===== config.mk =====
export PLATFORM = sky130hd
export DESIGN_NAME = wb_arbiter_flat
export DESIGN_NICKNAME = d
export VERILOG_FILES = /design/src/rtl/wb_arbiter_if.sv /design/src/rtl/wb_arbiter.sv /design/src/flat_wrapper.sv
export SDC_FILE = /design/constraint.sdc
export NUM_CORES = 1
export LEC_CHECK = 0
export ABC_AREA = 1
export CAP_MARGIN = 20
export CORE_MARGIN = 4
export CORE_UTILIZATION = 50
export DETAILED_ROUTE_END_ITERATION = 6
export PLACE_DENSITY_LB_ADDON = 0.3
export SLEW_MARGIN = 20
export SYNTH_ARGS = -nofsm -noshare
export SYNTH_HDL_FRONTEND = slang
export SYNTH_SLANG_ARGS = --single-unit

===== constraint.sdc =====
create_clock -name clk -period 2.6 [get_ports clk]
set_input_delay 0.52 -clock clk [delete_from_list [all_inputs] [get_ports clk]]
set_output_delay 0.52 -clock clk [all_outputs]
set_load 0.01 [all_outputs]

===== src/rtl/wb_arbiter_if.sv =====
// Bundle of the writeback arbiter's ALU, load, scoreboard-query and register-file write signals.
// The slave modport is the arbiter's view; the master modport is the surrounding pipeline's view.
interface wb_arbiter_if #(
   parameter int N = 32,
   parameter int M = 5
);
   logic         alu_valid;
   logic [M-1:0] alu_rd;
   logic [N-1:0] alu_data;
   logic         alu_ready;
   logic         ld_issue;
   logic [M-1:0] ld_issue_rd;
   logic         ld_valid;
   logic [M-1:0] ld_rd;
   logic [N-1:0] ld_data;
   logic [M-1:0] rs1;
   logic [M-1:0] rs2;
   logic         hazard;
   logic         rf_we;
   logic [M-1:0] rf_adrs_w;
   logic [N-1:0] rf_data_w;

   modport slave (
      input  alu_valid, alu_rd, alu_data, ld_issue, ld_issue_rd,
      input  ld_valid, ld_rd, ld_data, rs1, rs2,
      output alu_ready, hazard, rf_we, rf_adrs_w, rf_data_w
   );

   modport master (
      output alu_valid, alu_rd, alu_data, ld_issue, ld_issue_rd,
      output ld_valid, ld_rd, ld_data, rs1, rs2,
      input  alu_ready, hazard, rf_we, rf_adrs_w, rf_data_w
   );
endinterface


===== src/rtl/wb_arbiter.sv =====
// Writeback arbiter: load returns take the register-file port first, then the buffered ALU results.
// Also keeps a per-register load scoreboard. Define WB_BYPASS_EN to let ALU results skip an empty FIFO.
module wb_arbiter #(
   parameter int N     = 32,
   parameter int M     = 5,
   parameter int DEPTH = 4,
   parameter int AW    = 2
) (
   input logic          clk,
   input logic          rst,
   wb_arbiter_if.slave  wb
);
   localparam int         NREG     = 2 ** M;
   localparam logic [AW:0] FULL_CNT = (AW + 1)'(DEPTH);

   logic [M-1:0]    rd_mem_q   [DEPTH];
   logic [N-1:0]    data_mem_q [DEPTH];
   logic [AW-1:0]   wr_ptr_q, rd_ptr_q;
   logic [AW:0]     count_q;
   logic [NREG-1:0] busy_q, busy_d;
   logic            rf_we_q, rf_we_d;
   logic [M-1:0]    rf_adrs_q, rf_adrs_d;
   logic [N-1:0]    rf_data_q, rf_data_d;
   logic [NREG-1:0] fifo_pend, ld_pend, pend;
   logic            fifo_empty, push, pop, bypass;

   assign fifo_empty   = (count_q == '0);
   assign wb.alu_ready = (count_q != FULL_CNT);

`ifdef WB_BYPASS_EN
   assign bypass = fifo_empty & ~wb.ld_valid & wb.alu_valid;
`else
   assign bypass = 1'b0;
`endif

   assign push = wb.alu_valid & wb.alu_ready & ~bypass;
   // Loads are never stalled, so the FIFO drains only in cycles without a load return.
   assign pop  = ~wb.ld_valid & ~fifo_empty;

   always_comb begin
      // NOTE: every combinational output gets a default first so no path leaves a latch behind.
      rf_we_d   = 1'b0;
      rf_adrs_d = rf_adrs_q;
      rf_data_d = rf_data_q;
      if (wb.ld_valid) begin
         rf_we_d   = (wb.ld_rd != '0);
         rf_adrs_d = wb.ld_rd;
         rf_data_d = wb.ld_data;
      end else if (pop) begin
         rf_we_d   = (rd_mem_q[rd_ptr_q] != '0);
         rf_adrs_d = rd_mem_q[rd_ptr_q];
         rf_data_d = data_mem_q[rd_ptr_q];
      end else if (bypass) begin
         rf_we_d   = (wb.alu_rd != '0);
         rf_adrs_d = wb.alu_rd;
         rf_data_d = wb.alu_data;
      end
   end

   always_comb begin
      busy_d = busy_q;
      if (wb.ld_valid) busy_d[wb.ld_rd] = 1'b0;
      if (wb.ld_issue) busy_d[wb.ld_issue_rd] = 1'b1;
      busy_d[0] = 1'b0;
   end

   always_comb begin
      logic [AW-1:0] idx;
      fifo_pend = '0;
      idx       = '0;
      for (int k = 0; k < DEPTH; k++) begin
         idx = rd_ptr_q + AW'(k);
         if (k < int'(count_q)) fifo_pend[rd_mem_q[idx]] = 1'b1;
      end
   end

   always_comb begin
      ld_pend = '0;
      ld_pend[wb.ld_rd] = wb.ld_valid;
   end

   assign pend      = busy_q | fifo_pend | ld_pend;
   assign wb.hazard = ((wb.rs1 != '0) & pend[wb.rs1]) | ((wb.rs2 != '0) & pend[wb.rs2]);

   always_ff @(posedge clk or posedge rst) begin
      if (rst) begin
         wr_ptr_q  <= '0;
         rd_ptr_q  <= '0;
         count_q   <= '0;
         busy_q    <= '0;
         rf_we_q   <= 1'b0;
         rf_adrs_q <= '0;
         rf_data_q <= '0;
      end else begin
         if (push) wr_ptr_q <= wr_ptr_q + AW'(1);
         if (pop)  rd_ptr_q <= rd_ptr_q + AW'(1);
         unique case ({push, pop})
            2'b10:   count_q <= count_q + (AW + 1)'(1);
            2'b01:   count_q <= count_q - (AW + 1)'(1);
            default: count_q <= count_q;
         endcase
         busy_q    <= busy_d;
         rf_we_q   <= rf_we_d;
         rf_adrs_q <= rf_adrs_d;
         rf_data_q <= rf_data_d;
      end
   end

   // NOTE: FIFO storage is not reset; count_q alone decides which entries are live.
   always_ff @(posedge clk) begin
      if (push) begin
         rd_mem_q[wr_ptr_q]   <= wb.alu_rd;
         data_mem_q[wr_ptr_q] <= wb.alu_data;
      end
   end

   assign wb.rf_we     = rf_we_q;
   assign wb.rf_adrs_w = rf_adrs_q;
   assign wb.rf_data_w = rf_data_q;
endmodule


===== src/flat_wrapper.sv =====
// flat-port wrapper written by rule: the top's interface ports become plain ports
module wb_arbiter_flat 
#(
   parameter int N     = 32,
   parameter int M     = 5,
   parameter int DEPTH = 4,
   parameter int AW    = 2
)
  (clk, rst, wb_alu_valid, wb_alu_rd, wb_alu_data, wb_ld_issue, wb_ld_issue_rd, wb_ld_valid, wb_ld_rd, wb_ld_data, wb_rs1, wb_rs2, wb_alu_ready, wb_hazard, wb_rf_we, wb_rf_adrs_w, wb_rf_data_w);
  wb_arbiter_if #(.N(N), .M(M)) wb_i ();
  input logic clk;
  input logic rst;
  input wire logic [$bits(wb_i.alu_valid)-1:0] wb_alu_valid;
  input wire logic [$bits(wb_i.alu_rd)-1:0] wb_alu_rd;
  input wire logic [$bits(wb_i.alu_data)-1:0] wb_alu_data;
  input wire logic [$bits(wb_i.ld_issue)-1:0] wb_ld_issue;
  input wire logic [$bits(wb_i.ld_issue_rd)-1:0] wb_ld_issue_rd;
  input wire logic [$bits(wb_i.ld_valid)-1:0] wb_ld_valid;
  input wire logic [$bits(wb_i.ld_rd)-1:0] wb_ld_rd;
  input wire logic [$bits(wb_i.ld_data)-1:0] wb_ld_data;
  input wire logic [$bits(wb_i.rs1)-1:0] wb_rs1;
  input wire logic [$bits(wb_i.rs2)-1:0] wb_rs2;
  output wire logic [$bits(wb_i.alu_ready)-1:0] wb_alu_ready;
  output wire logic [$bits(wb_i.hazard)-1:0] wb_hazard;
  output wire logic [$bits(wb_i.rf_we)-1:0] wb_rf_we;
  output wire logic [$bits(wb_i.rf_adrs_w)-1:0] wb_rf_adrs_w;
  output wire logic [$bits(wb_i.rf_data_w)-1:0] wb_rf_data_w;
  assign wb_i.alu_valid = wb_alu_valid;
  assign wb_i.alu_rd = wb_alu_rd;
  assign wb_i.alu_data = wb_alu_data;
  assign wb_i.ld_issue = wb_ld_issue;
  assign wb_i.ld_issue_rd = wb_ld_issue_rd;
  assign wb_i.ld_valid = wb_ld_valid;
  assign wb_i.ld_rd = wb_ld_rd;
  assign wb_i.ld_data = wb_ld_data;
  assign wb_i.rs1 = wb_rs1;
  assign wb_i.rs2 = wb_rs2;
  assign wb_alu_ready = wb_i.alu_ready;
  assign wb_hazard = wb_i.hazard;
  assign wb_rf_we = wb_i.rf_we;
  assign wb_rf_adrs_w = wb_i.rf_adrs_w;
  assign wb_rf_data_w = wb_i.rf_data_w;
  wb_arbiter #(.N(N), .M(M), .DEPTH(DEPTH), .AW(AW)) u_core (.clk(clk), .rst(rst), .wb(wb_i));
endmodule

==> results of run 1 <==
==> synthesized netlist by cell type (3+ instances only) <==
| library cell | instances |
|---|---|
| nand2_1 | 428 |
| nand3_1 | 183 |
| nor2_1 | 161 |
| edfxtp_1 | 148 |
| inv_1 | 78 |
| dfrtp_1 | 76 |
| o21ai_0 | 68 |
| a21oi_1 | 40 |
| a22oi_1 | 36 |
| a31oi_1 | 32 |
| clkbuf_1 | 31 |
| a31o_2 | 21 |
| nor3_1 | 19 |
| buf_2 | 12 |
| inv_2 | 12 |
| nand4_1 | 11 |
| o21ai_1 | 11 |
| nor2_2 | 9 |
| ha_1 | 8 |
| nand2_2 | 6 |
| buf_1 | 5 |
| buf_4 | 5 |
| clkinv_1 | 5 |
| nand3_2 | 5 |
| buf_6 | 3 |
| xor2_1 | 3 |
==> through the flow <==
| stage | setup TNS [ns] | hold WS, ns | cell area (µm²) |
|---|---|---|---|
| 3_3_place_gp | -1.16 | 0.465 | 14600 |
| 2_1_floorplan | -56.77 | 0.444 | 11900 |
| 3_5_place_dp | -1.23 | 0.472 | 14600 |
| 4_1_cts | -0.834 | 0.336 | 15900 |
| 5_1_grt | -1.13 | 0.367 | 16300 |
| 6_report | -0.899 | 0.337 | 16300 |
==> cell type report <==
cell class | count | area share [%]
multi-input cells | 1050 | 34.1
repair inverters | 1 | 0.0230
clock inverters | 13 | 1.37
well taps | 319 | 2.45
repair buffers | 296 | 17.1
clock buffers | 29 | 3.73
flip-flops and latches | 224 | 38.9
inverters | 96 | 2.32
==> sequential cells by signal, summed over array words and instances (netlist names) <==
name                 flops
u_core.wb.rf_data_w     32
u_core.data_mem_q      128
u_core.wb.rf_adrs_w      5
u_core.rd_ptr_q          2
u_core.rd_mem_q         20
u_core.count_q           3
u_core.wb.rf_we          1
u_core.wr_ptr_q          2
u_core.busy_q           31
==> routing by layer <==
metal	vias to the layer above	share of wire [%]
met5	-	0.032
met4	2	3.7
met3	111	8.5
met2	597	48
met1	5588	40
li1	5392	-
==> what timing repair did <==
item                                   4_1_cts  5_1_grt
endpoints found under the hold margin        0        0
pin swaps                                   27       26
setup buffers                                9        7
setup endpoints to repair                    1        1
gates resized for setup                     99       91
cloned                                       5        0
==> power by group through the flow <==
stage | logic (mW) | clock network (mW) | registers (mW)
3_3_place_gp | 8.22 | 0 | 5.25
6_report | 10.4 | 3.61 | 5.28
3_5_place_dp | 8.36 | 0 | 5.28
4_1_cts | 9.39 | 3.65 | 5.25
5_1_grt | 11.1 | 3.81 | 5.36
2_1_floorplan | 4.59 | 0 | 5.31
==> logic make-up (layout without fill, tap and decap cells) <==
family / after synthesis / after routing / synth area share, %
flip-flops: 224 / 224 / 53.5
buffers and inverters: 152 / 435 / 5.33
XOR/XNOR: 5 / 5 / 0.369
AO/OA/AOI/OAI: 212 / 212 / 10.8
AND/OR/NAND/NOR: 824 / 825 / 29.1
adder cells (fa/ha/maj): 8 / 8 / 0.844
==> worst max-delay path: cells and delay by family (launching register included) <==
family | cells | cell delay [ns]
buffers and inverters | 4 | 0.47
DFF | 1 | 0.48
AOI/OAI and AO/OA | 1 | 0.12
and+or+nand+nor | 14 | 1.40
==> worst max-delay path by stage <==
stage                               to  cells past startpoint               start  slack [ns]
2_1_floorplan  u_core.data_mem_q[0][0]                      5   u_core.count_q[0]       -0.38
5_1_grt                      wb_hazard                     22  u_core.rd_ptr_q[0]       -1.13
3_5_place_dp                 wb_hazard                     18         wb_ld_rd[0]       -0.87
3_3_place_gp                 wb_hazard                     17         wb_ld_rd[2]       -0.88
4_1_cts                      wb_hazard                     21  u_core.rd_ptr_q[0]       -0.83
6_report                     wb_hazard                     19  u_core.rd_ptr_q[0]       -0.90
==> results.ini, run 1 <==
[grt]
grt_use_met2_pct=49.8
busiest_layer=met2
globalRouteMet1Util_pct=40.6
grt_pass1_vias=11600
antenna_found_initial=1
track_usage_pct=30.1
grt_pass1_wl_mm=62.7
globalRoute.totalOverflow=0
met3_usage_pct=4.67
grt_max_degree=70

[pwr]
p_int_mw=11.0
p_clk_share_pct=18.7
switchingPower_mw=8.31
p_total_mw=19.3
vdd.ir_drop.worst_mv=0.750
comb_power_share_pct=54.0
power.density_nw_per_um2=1180
leakage_nw=6.78
pwr-share-seq_pct=27.4
netSwitchingFraction_pct=43.0

[routing]
drt_pass1_iterations=7
drt-wirelength-per-cell_um=20.0
postRouteAntennaNets=0
drc_errors=0
finalWirelength_mm=40.5
first_iter_violations=1157
vias=11700
vias_per_cell=5.76

[worst_setup_path]
cpPeakStageDelay_ns=0.48
crit_slowest_cell=dfrtp_2
crit_type=flop to primary output
r2r.worst_path.cells=11
path_cells=buf_6 -> nand2_2 -> nand2_8 -> nand2_2 -> nand2_4 -> inv_6 -> buf_4 -> nor2_4 -> nand2_1 -> nand3_1 -> nor2_1 -> a21oi_1 -> nand3_1 -> nand3_1 -> nand2_1 -> nand2_1 -> nand2_1 -> nand2_1 -> buf_2
worstSetupStartpointType=flop
timing.rr.start=u_core.count_q[1]
worstPathArrival_ns=2.98
required_ns=2.08
path_max_fanout=10
r2r_end=u_core.count_q[2]
rrSetupSlack_ns=0.43
cp_common_cell=nand2_1
crit_path_end_kind=primary output

[cells_and_area]
n_antenna_cell=0
multi_input_area_um2=5560
final_cell_mix=375 x nand2_1, 160 x nand3_1, 148 x edfxtp_1, 139 x buf_4, 131 x clkdlybuf4s50_1
final_common_cell=nand2_1
fillers=1782
syn2layout_area_growth_pct=37.6
final_cell_count_no_fill=2028
layout-drive-gt1-share_pct=22.6
nets=1794
fin_util_pct=69.7
seq_area_um2=6350

[synth]
yosysWarnings=0
ys.flop_type=edfxtp_1
async_reset_ff_share_pct=33.9
synth_largest_area_cell=edfxtp_1
seq_area_frac_synth_pct=53.5
yosysUniqueCellTypes=33
synth_top_area_share_pct=37.5
synth_edf_count=148
syn-num-nets=1527
syn_area_um2=11900
synth.area.top_cells=edfxtp_1 37%, dfrtp_1 16%, nand2_1 14%
avgSynthCellArea_um2=8.32
ys_ff_latch=224
syn_inst=1425

[floorplan]
initial_core_util_pct=50.7
dieArea_um2=26200
fp.dieH_um=162
core_area_um2=23400
ios=134
rows=56
die_w_um=162

[timing]
finalCritPeriodShare_pct=135
final_hold_viol_count=0
setup_viol=1
fmax_ghz=0.286
slew_viol_final=0
finalCriticalPeriod_ns=3.50
skew_ns=0.0172
worst_slew_pin_slew_ns=0.819
slew-limit-headroom_pct=45.4
setup_slack_ns=-0.899
rsz0062_at_grt=true

[hold_path]
hp-class=primary input to async pin

[place]
hpwl_mm=27.8
placedCellCount=1969
portBuffers=133
gp_congestion=1.04
place_worst_setup_slack_ns=-0.871

[clock_network]
htree_levels=1
clkTransAtPathRegs_ns=0.07
numCtsBuffers=23
max-clock-path-buffers=3
cts_tree=built
root_buffer=clkbuf_16
cts_sinks=224
insertion_delay_ns=0.52
cts_hold_buf=0

[status]
status=finished, violations left
failed_checks=negative setup slack

[run]
cap_violations=0

No activity file was read; power rests on OpenSTA's default activity.
==> run 2: changes to the inputs <==
PLACE_DENSITY = 0.86   (was default)
PLACE_DENSITY_LB_ADDON = default   (was 0.3)
==> results.ini, run 2 (synthesis results as in run 1) <==
[routing]
drt-wirelength-per-cell_um=20.4
vias_per_cell=5.89
drc_errors=0
postRouteAntennaNets=0
first_iter_violations=1366
finalWirelength_mm=41.3
drt_pass1_iterations=5
vias=11900

[pwr]
pwr-share-seq_pct=28.6
leakage_nw=6.65
vdd.ir_drop.worst_mv=0.833
switchingPower_mw=7.97
p_clk_share_pct=17.1
netSwitchingFraction_pct=43.3
p_total_mw=18.4
p_int_mw=10.4
comb_power_share_pct=54.3
power.density_nw_per_um2=1160

[clock_network]
cts_hold_buf=0
root_buffer=clkbuf_16
cts_sinks=224
max-clock-path-buffers=3
clkTransAtPathRegs_ns=0.07
numCtsBuffers=22
insertion_delay_ns=0.53
cts_tree=built
htree_levels=1

[timing]
finalCritPeriodShare_pct=137
final_hold_viol_count=0
rsz0062_at_grt=true
finalCriticalPeriod_ns=3.56
worst_slew_pin_slew_ns=0.787
fmax_ghz=0.281
skew_ns=0.0170
setup_slack_ns=-0.956
slew_viol_final=0
slew-limit-headroom_pct=47.5
setup_viol=1
whs_ns=0.305

[floorplan]
fp.dieH_um=162
die_w_um=162
dieArea_um2=26200
ios=134
rows=56
core_area_um2=23400
initial_core_util_pct=50.7

[cells_and_area]
largest_reg_flops=128
regMostFlops=u_core.data_mem_q
final_cell_mix=402 x nand2_1, 173 x nand3_1, 148 x edfxtp_1, 135 x buf_4, 133 x nor2_1
n_antenna_cell=0
layout-drive-gt1-share_pct=19.1
final_common_cell=nand2_1
syn2layout_area_growth_pct=33.8
nets=1789

[worst_setup_path]
worstSetupStartpointType=flop
r2r.worst_path.cells=8
crit_path_end_kind=primary output
required_ns=2.08
crit_start=u_core.rd_ptr_q[0]
path_max_fanout=8
timing.rr.start=u_core.rd_ptr_q[0]
r2r_end=u_core.wb.rf_data_w[1]
crit_type=flop to primary output
rrSetupSlack_ns=0.41
worstPathArrival_ns=3.04

[grt]
track_usage_pct=31.4
antenna_found_initial=0
grt_pass1_vias=12100
grt_max_degree=68
globalRoute.totalOverflow=0
grt_pass1_wl_mm=65.0

[hold_path]
hp-class=primary input to async pin

[status]
failed_checks=negative setup slack
status=finished, violations left

[place]
gp_congestion=1.03
hpwl_mm=27.9
portBuffers=133

[run]
cap_violations=0

run 2: repair_timing:
action,in CTS,in global routing
gates resized for setup,94,7
pin swaps,20,1
setup buffers,12,1
setup endpoints to repair,1,2
endpoints found under the hold margin,0,0
cloned,5,0
run 2: power groups by stage:
stage / sequential (mW) / combinational (mW) / clock, mW
after global routing: 5.34 / 10.7 / 3.33
after global placement: 5.24 / 8.23 / 0
after CTS: 5.24 / 9.65 / 3.13
after floorplan: 5.31 / 4.59 / 0
after detailed placement: 5.28 / 8.40 / 0
final: 5.27 / 10.0 / 3.14
run 2: stage by stage:
stage | area, µm² | setup slack [ns] | setup TNS, ns | std cells | util, %
6_report | 15900 | -0.956 | -0.956 | 2022 | 67.8
4_1_cts | 15800 | -0.870 | -0.870 | 2021 | 67.7
3_5_place_dp | 14600 | -1.02 | -1.02 | 1964 | 62.3
2_1_floorplan | 11900 | -0.384 | -56.77 | 1425 | -
3_3_place_gp | 14600 | -1.01 | -1.01 | 1964 | 62.3
5_1_grt | 15900 | -1.10 | -1.10 | 2022 | 67.8
run 2: metal layers:
layer	GRT usage, %	vias up	wire length, µm
met2	51.8	761	19800
met5	0	-	0
met4	13.1	0	1780
li1	-	5389	-
met1	41.2	5626	15500
met3	5.79	143	4180
run 2: layout make-up:
class / instances / area (µm²)
Clock buffer: 28 / 593
Clock inverter: 12 / 120
Fill cell: 1713 / 7540
Inverter: 96 / 374
Multi-Input combinational cell: 1051 / 5230
Sequential cell: 224 / 6350
Tap cell: 319 / 399
Timing Repair Buffer: 292 / 2800
run 2: worst max-delay path by stage:
| stage | slack, ns | end |
|---|---|---|
| after floorplan | -0.38 | u_core.data_mem_q[0][0] |
| after global placement | -1.01 | wb_hazard |
| after detailed placement | -1.02 | wb_hazard |
| after CTS | -0.87 | wb_hazard |
| after global routing | -1.10 | wb_hazard |
| final | -0.96 | wb_hazard |
run 2: worst max-delay path, stage by stage (launching register included):
cell and delay, ns:
dfrtp_2 0.48, inv_6 0.14, buf_4 0.15, nand2_1 0.11, nand3_1 0.12, nand2_2 0.13, inv_2 0.08, nand3_1 0.20
nor2_1 0.20, nor2_1 0.07, nand4_1 0.08, nand2_1 0.07, nand2_1 0.06, nand2_1 0.06, a21oi_2 0.17, nand2_1 0.07
nand2_1 0.06, nand2_1 0.05, nand2_1 0.08, buf_2 0.13
